`src/rtl/except_ctrl_pkg.sv`:
```
// Shared definitions for the commit-stage exception controller: exception
// bit positions, Cause.ExcCode values, FSM encoding and decode result types.
package except_ctrl_pkg;

  // Exception vector bit positions
  localparam int B_INT      = 0;
  localparam int B_ADEL_I   = 1;
  localparam int B_SYS      = 2;
  localparam int B_BP       = 3;
  localparam int B_ERET     = 4;
  localparam int B_RI       = 5;
  localparam int B_OV       = 6;
  localparam int B_TR       = 7;
  localparam int B_ADEL_D   = 8;
  localparam int B_ADES_D   = 9;
  localparam int B_TLBR_I   = 10;
  localparam int B_TLBI_I   = 11;
  localparam int B_TLBR_DR  = 12;
  localparam int B_TLBR_DW  = 13;
  localparam int B_TLBI_DR  = 14;
  localparam int B_TLBI_DW  = 15;
  localparam int B_MOD      = 16;
  localparam int B_CPU1     = 17;
  localparam int B_CPU0     = 18;
  localparam int B_REFETCH  = 31;

  // Cause.ExcCode values
  localparam logic [4:0] EC_INT  = 5'd0;
  localparam logic [4:0] EC_MOD  = 5'd1;
  localparam logic [4:0] EC_TLBL = 5'd2;
  localparam logic [4:0] EC_TLBS = 5'd3;
  localparam logic [4:0] EC_ADEL = 5'd4;
  localparam logic [4:0] EC_ADES = 5'd5;
  localparam logic [4:0] EC_SYS  = 5'd8;
  localparam logic [4:0] EC_BP   = 5'd9;
  localparam logic [4:0] EC_RI   = 5'd10;
  localparam logic [4:0] EC_CPU  = 5'd11;
  localparam logic [4:0] EC_OV   = 5'd12;
  localparam logic [4:0] EC_TR   = 5'd13;

  typedef enum logic [1:0] {S_IDLE, S_COMMIT, S_REDIRECT} state_t;

  typedef enum logic [1:0] {CLS_NONE, CLS_EXC, CLS_ERET, CLS_REFETCH} exc_class_t;

  // Address-error and TLB-class exceptions also load BadVAddr.
  function automatic logic sets_badvaddr(input logic [4:0] code);
    logic r;
    case (code)
      EC_MOD, EC_TLBL, EC_TLBS, EC_ADEL, EC_ADES: r = 1'b1;
      default:                                    r = 1'b0;
    endcase
    return r;
  endfunction

endpackage

```
`src/rtl/except_ctrl_prio_enc.sv`:
```
// Combinational priority encoder: picks the single highest-priority event
// from the commit-stage exception vector and classifies it.
module except_prio_enc
  import except_ctrl_pkg::*;
(
  input  logic [31:0] vec_i,
  output logic [4:0]  exccode_o,
  output exc_class_t  cls_o,
  output logic        is_refill_o,
  output logic        is_data_side_o
);

  // Bits 30:19 carry no event and are deliberately dropped.
  logic unused_hi;
  assign unused_hi = ^vec_i[30:19];

  // Fixed-priority chain, highest first; only the winner is reported.
  always_comb begin
    exccode_o      = EC_INT;
    cls_o          = CLS_EXC;
    is_refill_o    = 1'b0;
    is_data_side_o = 1'b0;
    if (vec_i[B_INT])                               exccode_o = EC_INT;
    else if (vec_i[B_ADEL_I])                       exccode_o = EC_ADEL;
    else if (vec_i[B_TLBR_I]) begin
      exccode_o   = EC_TLBL;
      is_refill_o = 1'b1;
    end
    else if (vec_i[B_TLBI_I])                       exccode_o = EC_TLBL;
    else if (vec_i[B_CPU0] || vec_i[B_CPU1])        exccode_o = EC_CPU;
    else if (vec_i[B_RI])                           exccode_o = EC_RI;
    else if (vec_i[B_SYS])                          exccode_o = EC_SYS;
    else if (vec_i[B_BP])                           exccode_o = EC_BP;
    else if (vec_i[B_OV])                           exccode_o = EC_OV;
    else if (vec_i[B_TR])                           exccode_o = EC_TR;
    else if (vec_i[B_ADEL_D]) begin
      exccode_o      = EC_ADEL;
      is_data_side_o = 1'b1;
    end
    else if (vec_i[B_ADES_D]) begin
      exccode_o      = EC_ADES;
      is_data_side_o = 1'b1;
    end
    else if (vec_i[B_TLBR_DR] || vec_i[B_TLBI_DR]) begin
      exccode_o      = EC_TLBL;
      is_refill_o    = vec_i[B_TLBR_DR];
      is_data_side_o = 1'b1;
    end
    else if (vec_i[B_TLBR_DW] || vec_i[B_TLBI_DW]) begin
      exccode_o      = EC_TLBS;
      is_refill_o    = vec_i[B_TLBR_DW];
      is_data_side_o = 1'b1;
    end
    else if (vec_i[B_MOD]) begin
      exccode_o      = EC_MOD;
      is_data_side_o = 1'b1;
    end
    else if (vec_i[B_ERET])                         cls_o = CLS_ERET;
    else if (vec_i[B_REFETCH])                      cls_o = CLS_REFETCH;
    else                                            cls_o = CLS_NONE;
  end

endmodule

```
`src/rtl/except_ctrl.sv`:
```
// Commit-stage exception controller: captures a faulting/eret/refetch
// instruction, emits a one-cycle flush + CP0 update, then holds a redirect
// request until fetch accepts it.
module except_ctrl
  import except_ctrl_pkg::*;
#(
  parameter logic [31:0] EXC_BASE   = 32'hBFC00000,
  parameter logic [31:0] REFILL_OFS = 32'h200,
  parameter logic [31:0] GEN_OFS    = 32'h380
) (
  input  logic        clk,
  input  logic        resetn,
  input  logic        valid_i,
  input  logic [31:0] exception_vector_i,
  input  logic [31:0] pc_i,
  input  logic [31:0] badvaddr_i,
  input  logic        in_delay_slot_i,
  input  logic        exl_i,
  input  logic [31:0] epc_i,
  input  logic        redirect_ready_i,
  output logic        busy_o,
  output logic        flush_o,
  output logic        cp0_we_o,
  output logic [4:0]  exccode_o,
  output logic        bd_o,
  output logic [31:0] epc_o,
  output logic        badvaddr_we_o,
  output logic [31:0] badvaddr_o,
  output logic        eret_o,
  output logic        redirect_valid_o,
  output logic [31:0] redirect_pc_o
);

  logic [4:0]  enc_code;
  exc_class_t  enc_cls;
  logic        enc_refill;
  logic        enc_data;

  except_prio_enc u_prio (
    .vec_i          (exception_vector_i),
    .exccode_o      (enc_code),
    .cls_o          (enc_cls),
    .is_refill_o    (enc_refill),
    .is_data_side_o (enc_data)
  );

  logic        take_d;
  logic        is_exc_d;
  logic        badv_we_d;
  logic [31:0] tgt_d;
  logic [31:0] epc_d;

  assign take_d    = valid_i && (enc_cls != CLS_NONE);
  assign is_exc_d  = (enc_cls == CLS_EXC);
  assign badv_we_d = is_exc_d && sets_badvaddr(enc_code);
  assign epc_d     = in_delay_slot_i ? (pc_i - 32'd4) : pc_i;

  // Redirect target resolved at capture so REDIRECT just replays a stored value.
  always_comb begin
    tgt_d = EXC_BASE + GEN_OFS;
    case (enc_cls)
      CLS_EXC:     if (enc_refill && !exl_i) tgt_d = EXC_BASE + REFILL_OFS;
      CLS_ERET:    tgt_d = epc_i;
      CLS_REFETCH: tgt_d = pc_i;
      default:     ;
    endcase
  end

  state_t      state_q;
  logic        flush_q, cp0_we_q, bd_q, badv_we_q, eret_q, rvalid_q;
  logic [4:0]  exccode_q;
  logic [31:0] epc_q, badv_q, rpc_q;

  // Control FSM with registered outputs; inputs are only looked at in IDLE.
  always_ff @(posedge clk or negedge resetn) begin
    if (!resetn) begin
      state_q   <= S_IDLE;
      flush_q   <= 1'b0;
      cp0_we_q  <= 1'b0;
      eret_q    <= 1'b0;
      badv_we_q <= 1'b0;
      rvalid_q  <= 1'b0;
      bd_q      <= 1'b0;
      exccode_q <= '0;
      epc_q     <= '0;
      badv_q    <= '0;
      rpc_q     <= '0;
    end else begin
      case (state_q)
        S_IDLE: begin
          if (take_d) begin
            state_q   <= S_COMMIT;
            flush_q   <= 1'b1;
            cp0_we_q  <= is_exc_d;
            eret_q    <= (enc_cls == CLS_ERET);
            badv_we_q <= badv_we_d;
            exccode_q <= is_exc_d ? enc_code : 5'd0;
            bd_q      <= in_delay_slot_i;
            epc_q     <= epc_d;
            badv_q    <= badv_we_d ? (enc_data ? badvaddr_i : pc_i) : 32'd0;
            rpc_q     <= tgt_d;
          end
        end
        S_COMMIT: begin
          state_q   <= S_REDIRECT;
          flush_q   <= 1'b0;
          cp0_we_q  <= 1'b0;
          eret_q    <= 1'b0;
          badv_we_q <= 1'b0;
          rvalid_q  <= 1'b1;
        end
        S_REDIRECT: begin
          if (redirect_ready_i) begin
            state_q   <= S_IDLE;
            rvalid_q  <= 1'b0;
            bd_q      <= 1'b0;
            exccode_q <= '0;
            epc_q     <= '0;
            badv_q    <= '0;
            rpc_q     <= '0;
          end
        end
        default: state_q <= S_IDLE;
      endcase
    end
  end

  assign busy_o           = (state_q != S_IDLE);
  assign flush_o          = flush_q;
  assign cp0_we_o         = cp0_we_q;
  assign exccode_o        = exccode_q;
  assign bd_o             = bd_q;
  assign epc_o            = epc_q;
  assign badvaddr_we_o    = badv_we_q;
  assign badvaddr_o       = badv_q;
  assign eret_o           = eret_q;
  assign redirect_valid_o = rvalid_q;
  assign redirect_pc_o    = rpc_q;

endmodule

```
`config.mk`:
```
export PLATFORM = sky130hd
export DESIGN_NAME = except_ctrl
export DESIGN_NICKNAME = d
export VERILOG_FILES = /design/src/rtl/except_ctrl_pkg.sv /design/src/rtl/except_ctrl_prio_enc.sv /design/src/rtl/except_ctrl.sv
export SDC_FILE = /design/constraint.sdc
export NUM_CORES = 1
export LEC_CHECK = 0
export ABC_AREA = 1
export CORE_AREA = 2 2 199 123
export DETAILED_ROUTE_END_ITERATION = 10
export DIE_AREA = 0 0 201 125
export DONT_BUFFER_PORTS = 1
export GPL_ROUTABILITY_DRIVEN = 1
export HOLD_SLACK_MARGIN = 0.15
export SETUP_SLACK_MARGIN = 0.2
export SYNTH_ARGS = -nofsm -noshare
export SYNTH_HDL_FRONTEND = slang
export SYNTH_HIERARCHICAL = 1
export SYNTH_SLANG_ARGS = --single-unit
```
`constraint.sdc`:
```
create_clock -name clk -period 2.4 [get_ports clk]
set_input_delay 0.6 -clock clk [delete_from_list [all_inputs] [get_ports clk]]
set_output_delay 0.6 -clock clk [all_outputs]
set_load 0.05 [all_outputs]
```
* Word level (Yosys, flattened, before mapping)
Cells that the tools add are included.
** Storage, ports and cells
- Flip-flop bits (word level) :: 109
- Output and inout bits :: 108
- Word-level logic and storage cells :: 135
** Operators by class
- $add $sub $neg :: 1
- Equal/unequal tests :: 12
- Muxes and demuxes :: 93
- Reduce and logical (&&, ||, !) cells :: 18
** Operator list (count)
- 2-to-1 mux 32 bit :: 7
- one-hot mux 32 bit (2 select lines) :: 3
- one-hot mux 32 bit (3 select lines) :: 1
- 2-to-1 mux 5 bit :: 17
- 2-to-1 mux 2 bit :: 19
- 2-to-1 mux 1 bit :: 37
- subtractor 32 x 3 -> 32 bit, second input constant :: 1
- one-hot mux 1 bit (2 select lines) :: 6
- equality test 5 x 2 -> 1 bit, second input constant :: 2
- equality test 5 x 3 -> 1 bit, second input constant :: 2
- one-hot mux 5 bit (2 select lines) :: 1
- nonzero test 2 bit :: 5
- 2-to-1 mux 9 bit :: 1
- equality test 2 bit, second input constant :: 3
- one-hot mux 2 bit (3 select lines) :: 1
- AND reduction 2 bit :: 3
- equality test 5 x 1 -> 1 bit, second input constant :: 1
- OR reduction 5 bit :: 1
- equality test 2 x 1 -> 1 bit, second input constant :: 2
- != test 2 bit, second input constant :: 2
- logical AND 1 bit :: 3
- logical OR 1 bit :: 3
- AND reduction 3 bit :: 1
- logical NOT 2 bit :: 1
- logical NOT 1 bit :: 1

* Logic depth before layout (Yosys ltp)
- Word-level depth :: 22
- Depth in mapped cells :: 15

* By module
The synthesis kept the hierarchy.
** By module, submodules not included
- except_ctrl :: instances 1, cells an instance 699, area each 5496.5 um^2, seq. area each 2727.6 um^2
- except_prio_enc :: instances 1, cells an instance 54, area each 255.2 um^2, seq. area each 0.0 um^2

* Least setup slack after synthesis
OpenSTA, ideal clock, no wires.
- Kind :: input-to-reg
- From :: input exception_vector_i[1]
- To :: register rpc_q[21], in the netlist redirect_pc_o[21]
- Arrival :: 2.173 ns
- Required time :: 2.279 ns
- Path slack :: 0.106 ns
- Stages :: 12
- Cell sequence :: or2_4 -> nor3_4 -> nand3_2 -> o21bai_1 -> nor2_4 -> nor2_2 -> nand2_2 -> buf_6 -> inv_2 -> buf_6 -> buf_6 -> a22o_1
** On the way
- Word-level cells in the longest chain between the ends :: 6
- Elaborated cells between the ends (all ways) :: 12
- Those cells by class :: eq/ne: 4; mux: 5; reduce/logical: 3
** RTL lines
- start, declared :: line except_ctrl.sv:14 : input logic [31:0] exception_vector_i,
- 2-to-1 mux 2 bit (*) :: line except_ctrl_prio_enc.sv:24 : else if (vec_i[B_ADEL_I]) exccode_o = EC_ADEL;
- 2-to-1 mux 2 bit (*) :: line except_ctrl_prio_enc.sv:23 : if (vec_i[B_INT]) exccode_o = EC_INT;
- via enc_cls[0] :: line except_ctrl.sv:35 : exc_class_t enc_cls;
- equality test 2 bit (tied with other cells) :: line except_ctrl.sv:61 : case (enc_cls)
- one-hot mux 32 bit (3 select lines) / logical AND 1 bit (equally long branches) :: line except_ctrl.sv:61, except_ctrl.sv:53
- 2-to-1 mux 32 bit / != test 2 bit (equally long branches)
- one-hot mux 32 bit (2 select lines) / AND reduction 3 bit (equally long branches)
- end signal, assigned :: line except_ctrl.sv:101 : rpc_q <= tgt_d;
- end, declared :: line except_ctrl.sv:72 : logic [31:0] epc_q, badv_q, rpc_q;
Mark *: on every way through the listed nets, which the timed path passes. The rest lies on a longest branch. The select of a mux whose other input is x is not followed.
A chain may end at the register's enable or synchronous reset.

* Worst setup path in the final report
- From :: input exception_vector_i[1]
- To :: register rpc_q[0], in the netlist redirect_pc_o[0]
Same word-level chain as after synthesis.

==> flow_metrics.env <==
export IMPL_drc=0
export IMPL_clkTransAtPathRegs_ns=0.07
export IMPL_whs_ns=-0.0627
export IMPL_coreArea_um2=23500
export IMPL_cp_end_kind="flip-flop"
export IMPL_maxSlewViolCount=0
export IMPL_die_h_um=125
export IMPL_ir_worst_vdd_mv=0.336
export IMPL_root_buffer="clkbuf_16"
export IMPL_grt_max_degree=110
export IMPL_r2r_start="state_q[0]"
export IMPL_fin_skew_ns=0.0100
export IMPL_violations="negative hold slack"
export IMPL_clk_latency_ns=0.36
export IMPL_antenna_found_initial=2
export IMPL_fin_crit_sh_pct=85.2
export IMPL_area_growth_syn_to_layout_pct=17.0
export IMPL_routedWlPerCell_um=20.9
export IMPL_cts_sinks=109
export IMPL_row_count=44
export IMPL_cp_start_kind="input pin"
export IMPL_grt_pass1_wl_um=32600
export IMPL_post_synth_cell_area_avg_um2=7.64
export IMPL_via_count=5269
export IMPL_yosys_warnings=6
export IMPL_firstDrtPassIters=5
export IMPL_slew_headroom_pct=60.7
export IMPL_worstSetupPathType="input pin to flip-flop"
export IMPL_dp_cells=1069
export IMPL_worstPathArrival_ns=2.30
export IMPL_grt_pass1_vias=4920
export IMPL_grt_usage_pct=17.6
export IMPL_clockBufferDepth=2
export IMPL_cp_max_fo=23
export IMPL_synthesis_area_um2=5750
export IMPL_r2r_end="epc_o[6]"
export IMPL_dp_hpwl_um=16900
export IMPL_final_cells=1088
export IMPL_cts_max_level=3
export IMPL_rsz0062_at_grt="false"
export IMPL_p_leak_nw=3.13
export IMPL_ant_nets=0
export IMPL_cts_tree="done"
export IMPL_synth_seq_area_share_pct=47.4
export IMPL_synthTopCellsByArea="dfrtp_1 (47%), nand2_1 (13%), o21ai_0 (8.7%), nand3_1 (4.5%), inv_1 (4.2%)"
export IMPL_maxCapViolations=0
export IMPL_ff2ff_setup_slack_ns=0.78
export IMPL_design_area_um2=6730
export IMPL_postPlaceCellArea_um2=6330
export IMPL_fin_util_pct=28.6
export IMPL_initial_core_util_pct=24.5
export IMPL_port_buffers=0
export IMPL_status="complete, but fails checks"
export IMPL_die_w_um=201
export IMPL_synth_largest_area_cell="dfrtp_1"
export IMPL_overflow=0
export IMPL_netlist_area_leader_share_pct=47.4
export IMPL_fillCellCount=2562
export IMPL_r2r_cells=7
export IMPL_cts_inserted_buffers=9
export IMPL_synth_distinct_cells=35
export IMPL_synth_nets=888
export IMPL_setup_viol=0
export IMPL_timing_fmax_mhz=489
export IMPL_hp_class="input pin to async pin"
export IMPL_io_pins=242
export IMPL_nNetsFinal=895
export IMPL_drive_gt1_share_pct=10.1
export IMPL_min_period_ns=2.05
export IMPL_synth_cells=753
export IMPL_crit_start="exception_vector_i[1]"
export IMPL_worst_pin_slew_ns=0.589
export IMPL_viasPerCell=4.84
export IMPL_p_per_area_nw_per_um2=1190
export IMPL_ys_ff_latch=109
export IMPL_gp_congestion=0.840
export IMPL_wl_um=22700
export IMPL_initialDrtViolationCount=429
export IMPL_required_ns=2.65
export IMPL_tns_ns=0
export IMPL_dieArea_um2=25100
export IMPL_hold_violations=109
cells in the final DEF (no fill, tap or decap), drive strengths merged:
cell / instances
dfrtp: 109
bufinv: 3
ha: 1
nor2: 74
o31ai: 1
o22ai: 10
a21oi: 10
conb: 1
o21ai: 133
o311ai: 2
a31oi: 2
nand3: 53
nor4: 1
clkbuf: 14
nand2: 209
diode: 1
nor3: 7
nand4: 7
xor2: 2
o21bai: 1
or2: 2
clkinv: 1
a32o: 2
a22o: 19
buf: 32
inv: 69
metal layers:
| metal | GRT usage [%] | vias to the layer above | part of all wire (%) | wire, um |
|---|---|---|---|---|
| li1 | - | 2494 | - | - |
| met1 | 25.5 | 2525 | 49 | 11100 |
| met2 | 24.8 | 237 | 41 | 9340 |
| met4 | 3.36 | 0 | 0.81 | 183 |
| met5 | 0 | - | 0 | 0 |
| met3 | 6.54 | 13 | 9.3 | 2120 |
worst max-delay path: stages:
cell and delay, ns:
or2_4 0.26, nor3_4 0.15, nand3_2 0.15, o21bai_4 0.22, nor2_4 0.11, nor2_2 0.05
nand2_2 0.10, nand2_1 0.12, inv_6 0.16, buf_12 0.19, nand2_1 0.06, o311ai_0 0.10
where the power goes:
part	switching [mW]	internal (mW)	leakage, nW	total (mW)
clock	0.697	1.05	0.167	1.75
combinational	1.02	0.584	1.54	1.60
sequential	2.33	2.33	1.43	4.66
total	4.04	3.97	3.13	8.01
registers in the layout, summed over array words and instances, names as in the netlist:
register and count:
epc_o 32, badvaddr_o 32, redirect_pc_o 32, eret_o 1, bd_o 1, state_q 2, exccode_o 5, flush_o 1
cp0_we_o 1, redirect_valid_o 1, badvaddr_we_o 1
kinds of logic after synthesis:
group           after synthesis  synth area share [%]
compound gates              180                  17.6
xor+xnor                      2                 0.305
fa+ha+maj                     1                 0.217
buf+inv                     107                  8.20
flops                       109                  47.4
other cells                   1                0.0652
simple gates                353                  26.2
synthesized netlist by cell type (all sizes together):
cell type,count
nand2,209
o21ai,133
dfrtp,109
nor2,74
inv,69
nand3,53
buf,23
a22o,19
clkbuf,15
a21oi,10
o22ai,10
nand4,7
nor3,7
a31oi,2
a32o,2
o311ai,2
or2,2
xor2,2
conb,1
ha,1
nor4,1
o21bai,1
o31ai,1
through the flow:
stage | setup slack (ns) | total power [mW]
5_1_grt | 0.200 | 8.42
3_5_place_dp | -0.0498 | 6.18
2_1_floorplan | 0.175 | 5.56
3_3_place_gp | 0.0243 | 6.16
4_1_cts | 0.356 | 7.96
6_report | 0.355 | 8.01
cell type report:
| type | instances | area, um2 | area share [%] |
|---|---|---|---|
| multi-input combinational | 537 | 2570 | 38.2 |
| antenna | 1 | 2.50 | 0.0372 |
| timing repair buffer | 34 | 415 | 6.17 |
| clock inverter | 4 | 95.1 | 1.41 |
| inverter | 69 | 267 | 3.96 |
| clock buffer | 12 | 246 | 3.66 |
| tap | 322 | 403 | 5.99 |
| sequential | 109 | 2730 | 40.5 |
what timing repair did:
item / in CTS / in global routing
setup buffers: 0 / 0
endpoints found under the setup margin: 0 / 5
resized for setup: 0 / 3
hold endpoints to repair: 109 / 109
how the worst max path moves through the flow:
stage                             end  cells past startpoint
floorplan           redirect_pc_o[21]                     12
global placement     redirect_pc_o[0]                     12
detailed placement   redirect_pc_o[0]                     12
CTS                  redirect_pc_o[0]                     12
global route         redirect_pc_o[0]                     13
finish               redirect_pc_o[0]                     12
Note: power is estimated with default switching activity, not from simulation.
